[src/rtl/turbo_pkg.sv]
// Shared turbo-encoder definitions: FSM encoding, trellis constants and the RSC step function.
// Generators are stored as {D^0, D^1, D^2, D^3} coefficient vectors.
package turbo_pkg;

  typedef enum logic [1:0] {
    ST_IDLE = 2'd0,
    ST_DATA = 2'd1,
    ST_TAIL = 2'd2
  } fsm_e;

  localparam int TAIL_LEN   = 3;
  localparam int NUM_STATES = 8;

  // g0 = 1+D^2+D^3 (feedback), g1 = 1+D+D^3 (parity)
  localparam logic [3:0] G0_FB  = 4'b1011;
  localparam logic [3:0] G1_PAR = 4'b1101;

  // st = {s1,s2,s3}; low three generator bits are the s1..s3 taps. Returns {a, z}.
  function automatic logic [1:0] rsc_step(input logic u, input logic [2:0] st);
    logic a;
    logic z;
    a = u ^ (^(st & G0_FB[2:0]));
    z = a ^ (^(st & G1_PAR[2:0]));
    return {a, z};
  endfunction

endpackage

[src/rtl/rsc_trellis_core.sv]
// 8-state RSC trellis register with parity logic; advances only on load_i.
// tail_i feeds back u = s2^s3 so the register shifts toward state 0.
module rsc_trellis_core
  import turbo_pkg::*;
(
  input  logic       clk,
  input  logic       rst,
  input  logic       load_i,
  input  logic       tail_i,
  input  logic       u_i,
  output logic       sys_o,
  output logic       par_o
`ifdef RSC_TERM_CHECK_EN
  , output logic [2:0] state_nxt_o
`endif
);

  localparam int SW = $clog2(NUM_STATES);

  logic [SW-1:0] state_q;
  logic [SW-1:0] state_d;
  logic          u_eff;
  logic [1:0]    az;

  always_comb begin
    u_eff   = tail_i ? (state_q[1] ^ state_q[0]) : u_i;
    az      = rsc_step(u_eff, state_q);
    sys_o   = u_eff;
    par_o   = az[0];
    state_d = load_i ? {az[1], state_q[2:1]} : state_q;
  end

`ifdef RSC_TERM_CHECK_EN
  assign state_nxt_o = state_d;
`endif

  always_ff @(posedge clk) begin
    if (rst) begin
      state_q <= '0;
    end else begin
      state_q <= state_d;
    end
  end

endmodule

[src/rtl/rsc_term_encoder.sv]
// RSC constituent encoder with 3-beat trellis termination; 1-cycle registered latency.
// Input stalls while the output beat is held or tail beats run; RSC_TERM_CHECK_EN adds term_err.
module rsc_term_encoder
  import turbo_pkg::*;
#(
  parameter int MAX_K = 6144,
  parameter int CNT_W = 13
) (
  input  logic             clk,
  input  logic             rst,
  input  logic             in_valid,
  output logic             in_ready,
  input  logic             in_bit,
  input  logic             in_last,
  output logic             out_valid,
  input  logic             out_ready,
  output logic             out_sys,
  output logic             out_par,
  output logic             out_tail,
  output logic             out_last,
  output logic [CNT_W-1:0] blk_len,
  output logic             len_err
`ifdef RSC_TERM_CHECK_EN
  , output logic           term_err
`endif
);

  fsm_e             state_q, state_d;
  logic [1:0]       tail_cnt_q, tail_cnt_d;
  logic             out_valid_q, out_valid_d;
  logic             out_sys_q, out_sys_d;
  logic             out_par_q, out_par_d;
  logic             out_tail_q, out_tail_d;
  logic             out_last_q, out_last_d;
  logic [CNT_W-1:0] blk_len_q, blk_len_d;
  logic             len_err_q, len_err_d;

  logic             load, accept, tail_load, tail_done, blk_end, at_max;
  logic [CNT_W-1:0] len_nxt;
  logic             core_sys, core_par;

`ifdef RSC_TERM_CHECK_EN
  logic       term_err_q, term_err_d;
  logic [2:0] core_state_nxt;
`endif

  rsc_trellis_core u_core (
    .clk         (clk),
    .rst         (rst),
    .load_i      (accept | tail_load),
    .tail_i      (state_q == ST_TAIL),
    .u_i         (in_bit),
    .sys_o       (core_sys),
    .par_o       (core_par)
`ifdef RSC_TERM_CHECK_EN
    , .state_nxt_o (core_state_nxt)
`endif
  );

  always_comb begin
    load      = !out_valid_q || out_ready;
    in_ready  = (state_q != ST_TAIL) && load;
    accept    = in_valid && in_ready;
    tail_load = (state_q == ST_TAIL) && load;
    tail_done = tail_load && (tail_cnt_q == 2'(TAIL_LEN - 1));
    len_nxt   = (state_q == ST_IDLE) ? CNT_W'(1) : blk_len_q + 1'b1;
    // Hitting MAX_K closes the block exactly as in_last would.
    at_max    = (len_nxt == CNT_W'(MAX_K));
    blk_end   = in_last || at_max;
  end

  always_comb begin
    state_d     = state_q;
    tail_cnt_d  = tail_cnt_q;
    blk_len_d   = accept ? len_nxt : blk_len_q;
    len_err_d   = len_err_q | (accept && at_max && !in_last);
    out_valid_d = out_valid_q;
    out_sys_d   = out_sys_q;
    out_par_d   = out_par_q;
    out_tail_d  = out_tail_q;
    out_last_d  = out_last_q;

    if (load) begin
      out_valid_d = accept || tail_load;
      out_sys_d   = (accept || tail_load) && core_sys;
      out_par_d   = (accept || tail_load) && core_par;
      out_tail_d  = tail_load;
      out_last_d  = tail_done;
    end

    unique case (state_q)
      ST_IDLE: if (accept) state_d = blk_end ? ST_TAIL : ST_DATA;
      ST_DATA: if (accept && blk_end) state_d = ST_TAIL;
      ST_TAIL: begin
        if (tail_load) begin
          if (tail_done) begin
            state_d    = ST_IDLE;
            tail_cnt_d = 2'd0;
          end else begin
            tail_cnt_d = tail_cnt_q + 2'd1;
          end
        end
      end
      default: state_d = ST_IDLE;
    endcase
  end

`ifdef RSC_TERM_CHECK_EN
  assign term_err_d = term_err_q | (tail_done && (core_state_nxt != 3'd0));
  assign term_err   = term_err_q;
`endif

  always_ff @(posedge clk) begin
    if (rst) begin
      state_q     <= ST_IDLE;
      tail_cnt_q  <= 2'd0;
      out_valid_q <= 1'b0;
      out_sys_q   <= 1'b0;
      out_par_q   <= 1'b0;
      out_tail_q  <= 1'b0;
      out_last_q  <= 1'b0;
      blk_len_q   <= '0;
      len_err_q   <= 1'b0;
`ifdef RSC_TERM_CHECK_EN
      term_err_q  <= 1'b0;
`endif
    end else begin
      state_q     <= state_d;
      tail_cnt_q  <= tail_cnt_d;
      out_valid_q <= out_valid_d;
      out_sys_q   <= out_sys_d;
      out_par_q   <= out_par_d;
      out_tail_q  <= out_tail_d;
      out_last_q  <= out_last_d;
      blk_len_q   <= blk_len_d;
      len_err_q   <= len_err_d;
`ifdef RSC_TERM_CHECK_EN
      term_err_q  <= term_err_d;
`endif
    end
  end

  assign out_valid = out_valid_q;
  assign out_sys   = out_sys_q;
  assign out_par   = out_par_q;
  assign out_tail  = out_tail_q;
  assign out_last  = out_last_q;
  assign blk_len   = blk_len_q;
  assign len_err   = len_err_q;

endmodule

[config.mk]
export PLATFORM = sky130hd
export DESIGN_NAME = rsc_term_encoder
export DESIGN_NICKNAME = d
export VERILOG_FILES = /design/src/rtl/turbo_pkg.sv /design/src/rtl/rsc_trellis_core.sv /design/src/rtl/rsc_term_encoder.sv
export SDC_FILE = /design/constraint.sdc
export NUM_CORES = 1
export LEC_CHECK = 0
export CAP_MARGIN = 20
export CORE_ASPECT_RATIO = 0.6
export CORE_MARGIN = 1
export CORE_UTILIZATION = 52
export CTS_CLUSTER_DIAMETER = 80
export CTS_CLUSTER_SIZE = 30
export DETAILED_ROUTE_END_ITERATION = 16
export PLACE_DENSITY = 0.76
export SLEW_MARGIN = 30
export SYNTH_ARGS = -nofsm -noshare
export SYNTH_HDL_FRONTEND = slang
export SYNTH_SLANG_ARGS = --single-unit
export TNS_END_PERCENT = 100
[constraint.sdc]
create_clock -name clk -period 2.6 [get_ports clk]
set_input_delay 0.78 -clock clk [delete_from_list [all_inputs] [get_ports clk]]
set_output_delay 0.78 -clock clk [all_outputs]
set_load 0.05 [all_outputs]
---- Word level (Yosys, flattened, before mapping) ----
Cells that the tools add are included.
cells by class
  multiplexer cells ....................... 9
  equal/unequal tests ..................... 9
  $add $sub $neg .......................... 2
  reduce and logical (&&, ||, !) cells .... 19
  bitwise gates (word level) .............. 5
operators with widths
  kind                                                                    count
  13-bit by 1-bit adder with 13-bit output (second input constant)        1
  13-bit equality test (second input constant)                            1
  13-bit two-way mux                                                      1
  2-bit two-way mux                                                       6
  2-bit != test (second input constant)                                   5
  1-bit logical AND                                                       9
  2-bit one-hot mux with 3 select lines                                   1
  3-bit XOR reduction                                                     2
  2-bit equality test (second input constant)                             2
  4-bit AND reduction                                                     1
  1-bit logical OR                                                        3
  1-bit XOR                                                               3
  2-bit by 1-bit adder with 2-bit output (second input constant)          1
  2-bit by 1-bit equality test with 1-bit output (second input constant)  1
  1-bit zero test                                                         2
  2-bit zero test                                                         1
  1-bit bitwise OR                                                        2
  2-bit AND reduction                                                     1
  1-bit two-way mux                                                       1
word-level totals
  output and inout bits ................... 20
  logic and storage cells ................. 54
  register bits ........................... 26

---- Logic depth before layout (Yosys ltp) ----
  word-level depth ........................ 7
  gate-level depth with buffers ........... 8
  depth with buffers taken out ............ 6

---- Hierarchy ----
Synthesis repeated with hierarchy kept, for this count alone.
second synthesis, totals
  cells, all modules ...................... 183
  area, all modules ....................... 1477.7 um^2
modules (own cells, without submodules)
  module            area an instance (um^2)  seq. area each (um^2)  cells each  instances
  rsc_term_encoder  1312.5                   460.4                  165         1
  rsc_trellis_core  165.2                    60.1                   18          1

---- Least setup slack after synthesis ----
No wires, ideal clock.
  kind .................................... input port to output port
  start point ............................. input port out_ready
  end point ............................... output port in_ready
  buffers on the path ..................... 1
  path slack .............................. 0.166 ns
  required time ........................... 1.820 ns
  cell stages on the path ................. 3
  arrival ................................. 1.654 ns
  cells stage by stage .................... nor2b_1 > buf_2 > nor2_1
on the way
  longest elaborated chain between the ends .. 2
RTL lines
  element            RTL line                RTL
  start, declared    rsc_term_encoder.sv:16  input logic out_ready,
  1-bit logical OR   rsc_term_encoder.sv:61  load = !out_valid_q || out_ready;
  1-bit logical AND  rsc_term_encoder.sv:62  in_ready = (state_q != ST_TAIL) && load;
  end, declared      rsc_term_encoder.sv:12  output logic in_ready,
Every way passes these cells.

---- Worst setup path in the final report ----
Ends and elaborated chain as after synthesis.

==> flow_metrics.tcl <==
set metrics [dict create \
    grt_max_degree 16 \
    die_x_um 72.1 \
    final_cell_mix "26 x dfxtp_1, 24 x clkdlybuf4s50_1, 23 x nor2_1" \
    layout_commonest_cell "dfxtp_1" \
    final_nets 215 \
    crit_type "in -> out" \
    antennaDiodeCount 0 \
    slew_violations 0 \
    place_congestion 0.873 \
    cp_data_arrival_time_ps 1680 \
    dp_slack_ps 95.9 \
    tritoncts "built" \
    ys_seq_elements 26 \
    vias 1504 \
    cts.path.max_buffers 2 \
    syn_avg_cell_area_um2 8.25 \
    io_pins 26 \
    rsz0062_at_grt "false" \
    final-hold-violation-count 0 \
    skew_ps 3.10 \
    drtIter0Drc 146 \
    die_h_um 44.1 \
    grt_pass1_vias 1300 \
    relSlewSlack_pct 64.4 \
    p_comb_share_pct 20.9 \
    vias_per_cell 6.11 \
    port_buffers 25 \
    swShare_pct 29.2 \
    post-route-cell-area_mm2 0.00183 \
    path_max_fanout 3 \
    rows 14 \
    htreeDepth 1 \
    synth_nets 193 \
    dpl.hpwl_mm 2.69 \
    core_area_mm2 0.00265 \
    start_util_pct 58.0 \
    cts_resized 0 \
    async_reset_ff_share_pct 0 \
    ys.flop_type "dfxtp_1" \
    fin_cells 246 \
    yosysUniqueCellTypes 52 \
    drive_gt1_share_pct 10.2 \
    ys_seq_area_share_pct 33.9 \
    setup_violations 0 \
    drt-pass1-iter-count 4 \
    multi_input_area_um2 905 \
    p_int_uw 585 \
    min_path_type "reg -> reg" \
    setup_tns_ps 0 \
    path_clk_slew_ps 90 \
    insertion_delay_ps 260 \
    grt_pass1_wl_mm 6.16 \
    status "finished, final reports clean" \
    seq_power_share_pct 52.0 \
    min_period_ps 2460 \
    met1_usage_pct 37.4 \
    syn_area_mm2 0.00153 \
    tightest_slew_ps 521 \
    area_growth_pct 19.4 \
    grtUsageMet3_pct 5.69 \
    worst_slack_ps 137 \
    powerDensity_mw_per_mm2 451 \
    seqCellArea_um2 520 \
    drc_errors 0 \
    vdd_drop_max_mv 0.477 \
    place_area_mm2 0.00179 \
    overflow 0 \
    num-fill-cells 221 \
    postCtsHoldBufs 0 \
    grt_use_met2_pct 38.5 \
    cts_root_buffer "clkbuf_8" \
    p_sw_uw 241 \
    postSynthCellCount 186 \
    leakage_uw 0.000631 \
    detail-route-antenna-nets 0 \
    pwr-share-clk_pct 27.1 \
    end_kind "output port" \
    clock_sinks 26 \
    fmax_mhz 406 \
    antenna_found_initial 0 \
    drt_wl_total_mm 3.78 \
    grt.total_usage_pct 25.3 \
    busiest_layer "met2" \
    start_kind "primary input" \
    ys_warn_count 0 \
    dieArea_mm2 0.00318 \
    wire_per_inst_um 15.4 \
    required_ps 1820 \
    maxCapViolCount 0 \
    dp_cells 243 \
    synth_edf_count 0 \
    min_period_over_period_pct 94.7 \
    postCtsSetupBuffers 0 \
    cts_buffers 3 \
]
-- registers in the layout, indices dropped and copies added, names as in the netlist, 2 cells and up --
| register | cells |
|---|---|
| blk_len | 13 |
| state_q | 2 |
| tail_cnt_q | 2 |
| u_core.state_q | 3 |
-- synth_stat cells (3+ instances only) --
cell | count | area share [%]
nor3b_1 | 4 | 2.0
buf_2 | 3 | 0.98
mux2i_1 | 4 | 2.6
and2_1 | 3 | 1.2
clkbuf_1 | 8 | 2.0
nand3_1 | 7 | 2.3
nor2_1 | 23 | 5.6
nand2b_1 | 4 | 1.6
buf_6 | 5 | 3.7
dfxtp_1 | 26 | 34
a31oi_1 | 4 | 1.6
o21ai_0 | 10 | 3.3
xnor2_1 | 5 | 2.9
nand2_1 | 12 | 2.9
nand4_1 | 3 | 1.2
a21oi_1 | 17 | 5.5
nor3_1 | 5 | 1.6
-- routing by layer --
metal,up-vias,wire length (µm)
met4,0,48
met3,8,357
li1,726,-
met1,692,1810
met2,78,1560
met5,-,0
-- final timing paths --
check	slack [ps]	to	cells past startpoint	from
setup / recovery	140	in_ready	4	out_ready
hold / removal	470	len_err	2	len_err
setup reg to reg	580	state_q[1]	6	blk_len[0]
hold reg to reg	470	len_err	2	len_err
-- area by class of cell --
cell class                      instances  share of cell area (%)
Multi-Input combinational cell        143                    49.4
Clock buffer                            3                    2.25
Timing Repair Buffer                   34                    17.2
Tap cell                               40                    2.73
Sequential cell                        26                    28.4
-- per-stage QoR --
stage          util, %  power [µW]  hold slack, ps
6_report          69.3         826             469
5_1_grt           69.3         855             497
4_1_cts           69.3         827             477
3_5_place_dp      67.7         606             452
3_3_place_gp      67.7         603             446
2_1_floorplan        -         557             503
-- cells by family after synthesis --
logic type / Yosys count / synth area share, %
DFF: 26 / 33.9
and+or+nand+nor: 77 / 26.9
xor gates and xnor gates: 7 / 4.89
muxes: 4 / 2.61
buffers and inverters: 17 / 7.10
AOI/OAI and AO/OA: 54 / 23.7
adders and majority gates: 1 / 0.816
-- power by group through the flow --
stage	Combinational (µW)	Sequential, µW	Clock (µW)
global route	184	432	239
detailed placement	168	438	0
floorplan	103	454	0
global placement	165	437	0
finish	173	430	224
CTS	170	429	227
-- worst max-delay path, cell delays in order --
cell and delay, ps:
clkdlybuf4s50_1 470, nor2b_1 70, nor2_1 140, buf_4 220
Power figures use the tool's default switching activity.
